<file path="src/rtl/lsu_byte_serial.sv">
// ============================================================================
// Module     : lsu_byte_serial
// Description: Load/store unit that serialises byte/half/word accesses into
//              little-endian single-byte memory cycles.
// Revision   : 1.0 - initial release
// ============================================================================
`default_nettype none

module lsu_byte_serial #(
  parameter int ADDRESS_WIDTH = 32,
  parameter int DATA_WIDTH    = 32
) (
  input  logic                     clk,
  input  logic                     rst,
  input  logic                     req_valid,
  input  logic                     req_we,
  input  logic [1:0]               req_size,
  input  logic                     req_unsigned,
  input  logic [ADDRESS_WIDTH-1:0] req_addr,
  input  logic [DATA_WIDTH-1:0]    req_wdata,
  output logic                     req_ready,
  output logic                     resp_valid,
  output logic [DATA_WIDTH-1:0]    resp_rdata,
  output logic                     resp_err,
  output logic [ADDRESS_WIDTH-1:0] mem_a,
  output logic [7:0]               mem_wd,
  output logic                     mem_we,
  input  logic [7:0]               mem_rd
);

  typedef enum logic [1:0] {
    ST_IDLE = 2'd0,
    ST_XFER = 2'd1,
    ST_RESP = 2'd2
  } state_t;

  localparam logic [1:0] c_SIZE_BYTE = 2'b00;
  localparam logic [1:0] c_SIZE_HALF = 2'b01;
  localparam logic [1:0] c_SIZE_WORD = 2'b10;
  localparam logic [1:0] c_SIZE_ILL  = 2'b11;

  state_t                   r_state;
  state_t                   w_state_next;

  logic                     r_we;
  logic [1:0]               r_size;
  logic                     r_unsigned;
  logic [ADDRESS_WIDTH-1:0] r_addr;
  logic [DATA_WIDTH-1:0]    r_wdata;
  logic                     r_err;
  logic [1:0]               r_k;
  logic [DATA_WIDTH-1:0]    r_buf;

  logic                     w_req_err;
  logic                     w_accept;
  logic [1:0]               w_last_k;
  logic                     w_xfer_done;
  logic [4:0]               w_lane_lsb;
  logic                     w_sign_en;
  logic [DATA_WIDTH-1:0]    w_load_ext;

  assign w_req_err = (req_size == c_SIZE_ILL)
                   | ((req_size == c_SIZE_HALF) & req_addr[0])
                   | ((req_size == c_SIZE_WORD) & (req_addr[1:0] != 2'b00));

  assign w_accept    = (r_state == ST_IDLE) & req_valid;
  assign w_lane_lsb  = {r_k, 3'b000};
  assign w_xfer_done = (r_k == w_last_k);

  // Index of the final byte lane (N-1) for the captured size.
  always_comb begin
    w_last_k = 2'd3;
    case (r_size)
      c_SIZE_BYTE: w_last_k = 2'd0;
      c_SIZE_HALF: w_last_k = 2'd1;
      default:     w_last_k = 2'd3;
    endcase
  end

  always_ff @(posedge clk or posedge rst) begin
    if (rst) begin
      r_state <= ST_IDLE;
    end else begin
      r_state <= w_state_next;
    end
  end

  always_comb begin
    w_state_next = r_state;
    case (r_state)
      ST_IDLE: begin
        if (req_valid) begin
          w_state_next = w_req_err ? ST_RESP : ST_XFER;
        end
      end
      ST_XFER: begin
        if (w_xfer_done) begin
          w_state_next = ST_RESP;
        end
      end
      ST_RESP: w_state_next = ST_IDLE;
      default: w_state_next = ST_IDLE;
    endcase
  end

  always_ff @(posedge clk or posedge rst) begin
    if (rst) begin
      r_we       <= 1'b0;
      r_size     <= 2'b00;
      r_unsigned <= 1'b0;
      r_addr     <= '0;
      r_wdata    <= '0;
      r_err      <= 1'b0;
      r_k        <= 2'd0;
      r_buf      <= '0;
    end else if (w_accept) begin
      r_we       <= req_we;
      r_size     <= req_size;
      r_unsigned <= req_unsigned;
      r_addr     <= req_addr;
      r_wdata    <= req_wdata;
      r_err      <= w_req_err;
      r_k        <= 2'd0;
      r_buf      <= '0;
    end else if (r_state == ST_XFER) begin
      if (!r_we) begin
        r_buf[w_lane_lsb +: 8] <= mem_rd;
      end
      if (!w_xfer_done) begin
        r_k <= r_k + 2'd1;
      end
    end
  end

  assign w_sign_en = ~r_unsigned;

  always_comb begin
    w_load_ext = r_buf;
    case (r_size)
      c_SIZE_BYTE: w_load_ext = {{24{w_sign_en & r_buf[7]}}, r_buf[7:0]};
      c_SIZE_HALF: w_load_ext = {{16{w_sign_en & r_buf[15]}}, r_buf[15:0]};
      default:     w_load_ext = r_buf;
    endcase
  end

  // Memory port is idle outside XFER so rejected requests never reach memory.
  always_comb begin
    req_ready  = (r_state == ST_IDLE);
    resp_valid = 1'b0;
    resp_rdata = '0;
    resp_err   = 1'b0;
    mem_a      = '0;
    mem_wd     = 8'h00;
    mem_we     = 1'b0;
    case (r_state)
      ST_XFER: begin
        mem_a  = r_addr + {{(ADDRESS_WIDTH-2){1'b0}}, r_k};
        mem_wd = r_wdata[w_lane_lsb +: 8];
        mem_we = r_we;
      end
      ST_RESP: begin
        resp_valid = 1'b1;
        resp_err   = r_err;
        if (!r_we && !r_err) begin
          resp_rdata = w_load_ext;
        end
      end
      default: ;
    endcase
  end

endmodule

`default_nettype wire

</file>
<file path="config.mk">
export PLATFORM = sky130hd
export DESIGN_NAME = lsu_byte_serial
export DESIGN_NICKNAME = d
export VERILOG_FILES = /design/src/rtl/lsu_byte_serial.sv
export SDC_FILE = /design/constraint.sdc
export NUM_CORES = 1
export LEC_CHECK = 0
export CORE_MARGIN = 2
export CORE_UTILIZATION = 35
export CTS_CLUSTER_SIZE = 8
export DETAILED_ROUTE_END_ITERATION = 10
export HOLD_SLACK_MARGIN = 0.08
export SLEW_MARGIN = 25
export SYNTH_ARGS = -nofsm -noshare
export SYNTH_HDL_FRONTEND = slang
export SYNTH_SLANG_ARGS = --single-unit
</file>
<file path="constraint.sdc">
create_clock -name clk -period 5.5 [get_ports clk]
set_input_delay 1.1 -clock clk [delete_from_list [all_inputs] [get_ports clk]]
set_output_delay 1.1 -clock clk [all_outputs]
set_load 0.01 [all_outputs]
</file>
# Yosys cells after proc, flatten, opt, wreduce, memory -nomap -nowiden
# Index checks and enable logic that the tools add are counted.
dict set report word_totals {
  inputBits 79
  elab_cells 64
  register_bits 105
  output_inout_bits 76
}
dict set report op_classes {
  mux 20
  n_bitwise 8
  shifts 3
  eq_ne 11
  addsub 3
  reduce_logical 10
}
# cell n
set ops {}
lappend ops {{32-bit two-way mux} 6}
lappend ops {{32-bit case mux with 2 select lines} 1}
lappend ops {{32-bit by 2-bit adder with 32-bit output} 1}
lappend ops {{32-bit bitwise mux} 1}
lappend ops {{8-bit by 7-bit variable shift with 32-bit output (first input constant)} 1}
lappend ops {{32-bit by 6-bit variable part select with 8-bit output} 1}
lappend ops {{8-bit by 7-bit variable part select with 32-bit output} 1}
lappend ops {{2-bit two-way mux} 6}
lappend ops {{8-bit two-way mux} 1}
lappend ops {{2-bit case mux with 2 select lines} 2}
lappend ops {{5-bit negation with 7-bit output} 1}
lappend ops {{2-bit by 1-bit == test with 1-bit output (second input constant)} 3}
lappend ops {{2-bit == test (second input constant)} 3}
lappend ops {{2-bit != test (second input constant)} 3}
lappend ops {{2-bit AND reduction} 3}
lappend ops {{1-bit bitwise AND} 5}
lappend ops {{2-bit logical NOT} 2}
lappend ops {{2-bit nonzero test} 2}
lappend ops {{1-bit two-way mux} 3}
lappend ops {{2-bit by 1-bit adder with 2-bit output (second input constant)} 1}
lappend ops {{2-bit == test} 1}
lappend ops {{1-bit logical NOT} 2}
lappend ops {{2-bit by 1-bit != test with 1-bit output (second input constant)} 1}
lappend ops {{1-bit OR} 2}
lappend ops {{other kinds (2)} 2}

# Depth between registers and ports, before layout
dict set report depth {
  ltp_word 7
  mapped_depth 8
  ltp_nobuf 6
}

# Worst setup path before layout
# Ideal clock, no wire load.
dict set report synth_path {
  path_type {register to output}
  start {reg r_k[1]}
  end {out mem_a[23]}
  t_arrival_ps 2090
  t_required_ps 4400
  path_buffers 1
  path_slack_ps 2310
  stages_incl_launch_ff 7
  cell_sequence {dfrtp_1 -> ha_1 -> a21oi_1 -> or4b_1 -> buf_2 -> or4_1 -> a21oi_1}
}
dict set report synth_between {
  elab_chain_cells 2
}
# element line
set synth_lines {}
lappend synth_lines {{start, declared} 51} ;# logic [1:0] r_k;
lappend synth_lines {{start signal, assigned} 130} ;# r_k <= r_k + 2'd1;
lappend synth_lines {{32-bit by 2-bit adder with 32-bit output} 157} ;# mem_a = r_addr + {{(ADDRESS_WIDTH-2){1'b0}}, r_k};
lappend synth_lines {{32-bit two-way mux} 155} ;# case (r_state)
lappend synth_lines {{end, declared} 25} ;# output logic [ADDRESS_WIDTH-1:0] mem_a,
# No other way between the ends.

# Worst setup path after layout
dict set report layout_path {
  start {reg r_k[1]}
  end {out mem_a[30]}
}
# The elaborated chain is that of the path after synthesis.

==> reports/metrics.cfg <==
[status]
status=completed

[route]
totalWireLength_mm=16.0
wire_per_inst_um=15.9
drt_iter0_markers=444
via_count=5123
ant_nets=0
drc=0
detail_route.vias_per_cell=5.09
drt-pass1-iter-count=5

[yosys]
syn_avg_cell_area_um2=8.53
synth.most_common_cell=nand2_1
synth_seq_area_share_pct=46.8
yosysUniqueCellTypes=45
async_reset_ff_share_pct=100
yosysTopAreaCell=dfrtp_1
synth_top_area_share_pct=46.8
syn-num-nets=744
yosys-top-cells-area=dfrtp_1, nand2_1, a21oi_1
ys_warn_count=0
ys.flop_type=dfrtp_1
syn_inst=658
synth_area_mm2=0.00561
synth_common_cells=nand2_1, dfrtp_1, a21oi_1
ys_ff_latch=105
synth_edf_count=0

[setup_path]
critPathCaptureType=primary output
cp.arrival_ns=3.56
reg2reg_depth=5
critPathRequiredTime_ns=4.40
r2r_end=r_buf[1]
critical_path_class=register to primary output
cp-start-kind=register
worst-r2r-setup-slack_ns=3.00
r2r-start=r_k[1]
path_max_fanout=16

[floorplanning]
die_h_um=131
io_pins=155
start_util_pct=35.6
die_x_um=131
rows=46
core_area_mm2=0.0158
die_area_mm2=0.0171

[sta]
min_period_ns=4.66
finClkSkew_ns=0.0118
rsz0062_at_grt=no
maxSlewViolCount=0
setup-violations-final=0
fin_ws_ns=0.841
fin_crit_sh_pct=84.7
finalHoldViolCount=0
fmax_mhz=215
slew_headroom_pct=38.8
tightest_slew_ns=0.918
setup_tns_ns=0

[cts]
clkTransAtPathRegs_ns=0.07
post_cts_buffers=0
numCtsBuffers=9
htree_num_levels=3
post_cts_resized=0
root_buffer=clkbuf_16
cts.sinks=105
postCtsHoldBufs=0
clock_latency_ns=0.36
cts_tree=yes
clock_path_buffers=2

[layout]
antenna_cells=0
drive_above_1_share_pct=4.94
fillerInstances=1537
area_delta_synth_final_pct=35.5
final_core_util_pct=48.2
stdcell_area_mm2=0.00760
final_nets=872

[placement]
dpl_worst_slack_ns=1.21
gp_congestion=0.850
dpl_cell_area_mm2=0.00730
hpwl_mm=11.3
io_buffers=154

[power]
total_power_mw=3.28
cellPowerDensity_mw_per_mm2=432
max-vdd-ir-drop_uv=198
p_leak_nw=3.24

[hold_path]
hold_path_end=r_wdata[19]
hp-class=register to register
hold_path_depth=2
hold_start=r_wdata[19]

[grt]
grt_first_pass_wirelength_mm=25.1
grt_pass1_vias=4978
grt_max_degree=73
grt_overflow=0
antenna_found_initial=1
track_usage_pct=19.0

[job]
max_cap_viol_count=0

## layout by cell type, fill, tap and decap left out, types with 2 or more instances in the layout
cell type / n
or3_1: 5
and4_1: 5
clkbuf_1: 2
buf_4: 4
o311ai_0: 4
nor3_2: 4
a21o_1: 2
inv_1: 22
mux2i_1: 3
nand3_1: 7
clkbuf_16: 9
mux4_2: 8
o41ai_1: 2
o31ai_1: 9
a22o_1: 24
o21ai_0: 25
ha_1: 6
or4_1: 9
clkinvlp_4: 2
nor2_1: 17
and2_1: 24
xor2_1: 6
and3_1: 2
xnor2_1: 6
clkdlybuf4s50_1: 154
nand2b_1: 6
nand3b_1: 3
nor3_1: 4
nand4_1: 15
dfrtp_1: 105
nand2_1: 231
a21oi_1: 43
or4b_1: 2
## state kept, by name (all words and copies together), names as in the netlist
name,flops
r_wdata,32
r_err,1
r_we,1
r_k,2
r_buf,32
r_unsigned,1
r_state,2
r_addr,32
r_size,2
## stage by stage
stage               hold slack, ns  cells
global route                 0.504   1006
CTS                          0.482   1006
global placement             0.454    991
finish                       0.478   1006
floorplan                    0.440    658
detailed placement           0.463    991
## final cells by class
type | count | area [um2] | area share [%]
clock buffer | 11 | 233 | 3.06
clock inverter | 4 | 53.8 | 0.708
inverter | 23 | 88.8 | 1.17
multi-input combinational | 489 | 2760 | 36.3
sequential | 105 | 2630 | 34.6
tap | 216 | 270 | 3.56
timing repair buffer | 158 | 1570 | 20.7
## critical path: stages, from the launching register on
cell             delay (ns)
dfrtp_1                0.81
fa_1                   0.37
and4_1                 0.36
nand4_1                0.38
or4_1                  0.55
a21oi_1                0.17
clkdlybuf4s50_1        0.56
## how the worst max path moves through the flow
| stage | slack (ns) | start | to |
|---|---|---|---|
| floorplan | 1.64 | rst | r_addr[0] |
| global placement | 1.24 | r_k[1] | mem_a[31] |
| detailed placement | 1.21 | r_k[1] | mem_a[31] |
| CTS | 0.80 | r_k[1] | mem_a[31] |
| global route | 0.61 | r_k[1] | mem_a[31] |
| finish | 0.84 | r_k[1] | mem_a[30] |
## layer usage
layer  GRT usage [%]  part of all wire, %
met1            24.9                   45
met3            5.50                  6.4
met2            31.0                   48
met4            4.94                  1.2
met5               0                    0
## cell families after synthesis
kind of cell	count (synthesis)	share of synthesized area [%]
xor+xnor	12	1.87
fa+ha+maj	7	1.69
mux	11	3.75
flops	105	46.8
simple gates	345	28.6
compound gates	114	12.9
buf+inv	64	4.37
## power by group
part / switching (mW) / internal, mW / total (mW)
combinational: 0.688 / 0.593 / 1.28
clock: 0.287 / 0.353 / 0.640
sequential: 0.317 / 1.05 / 1.36
(Power assumes the default switching activity.)
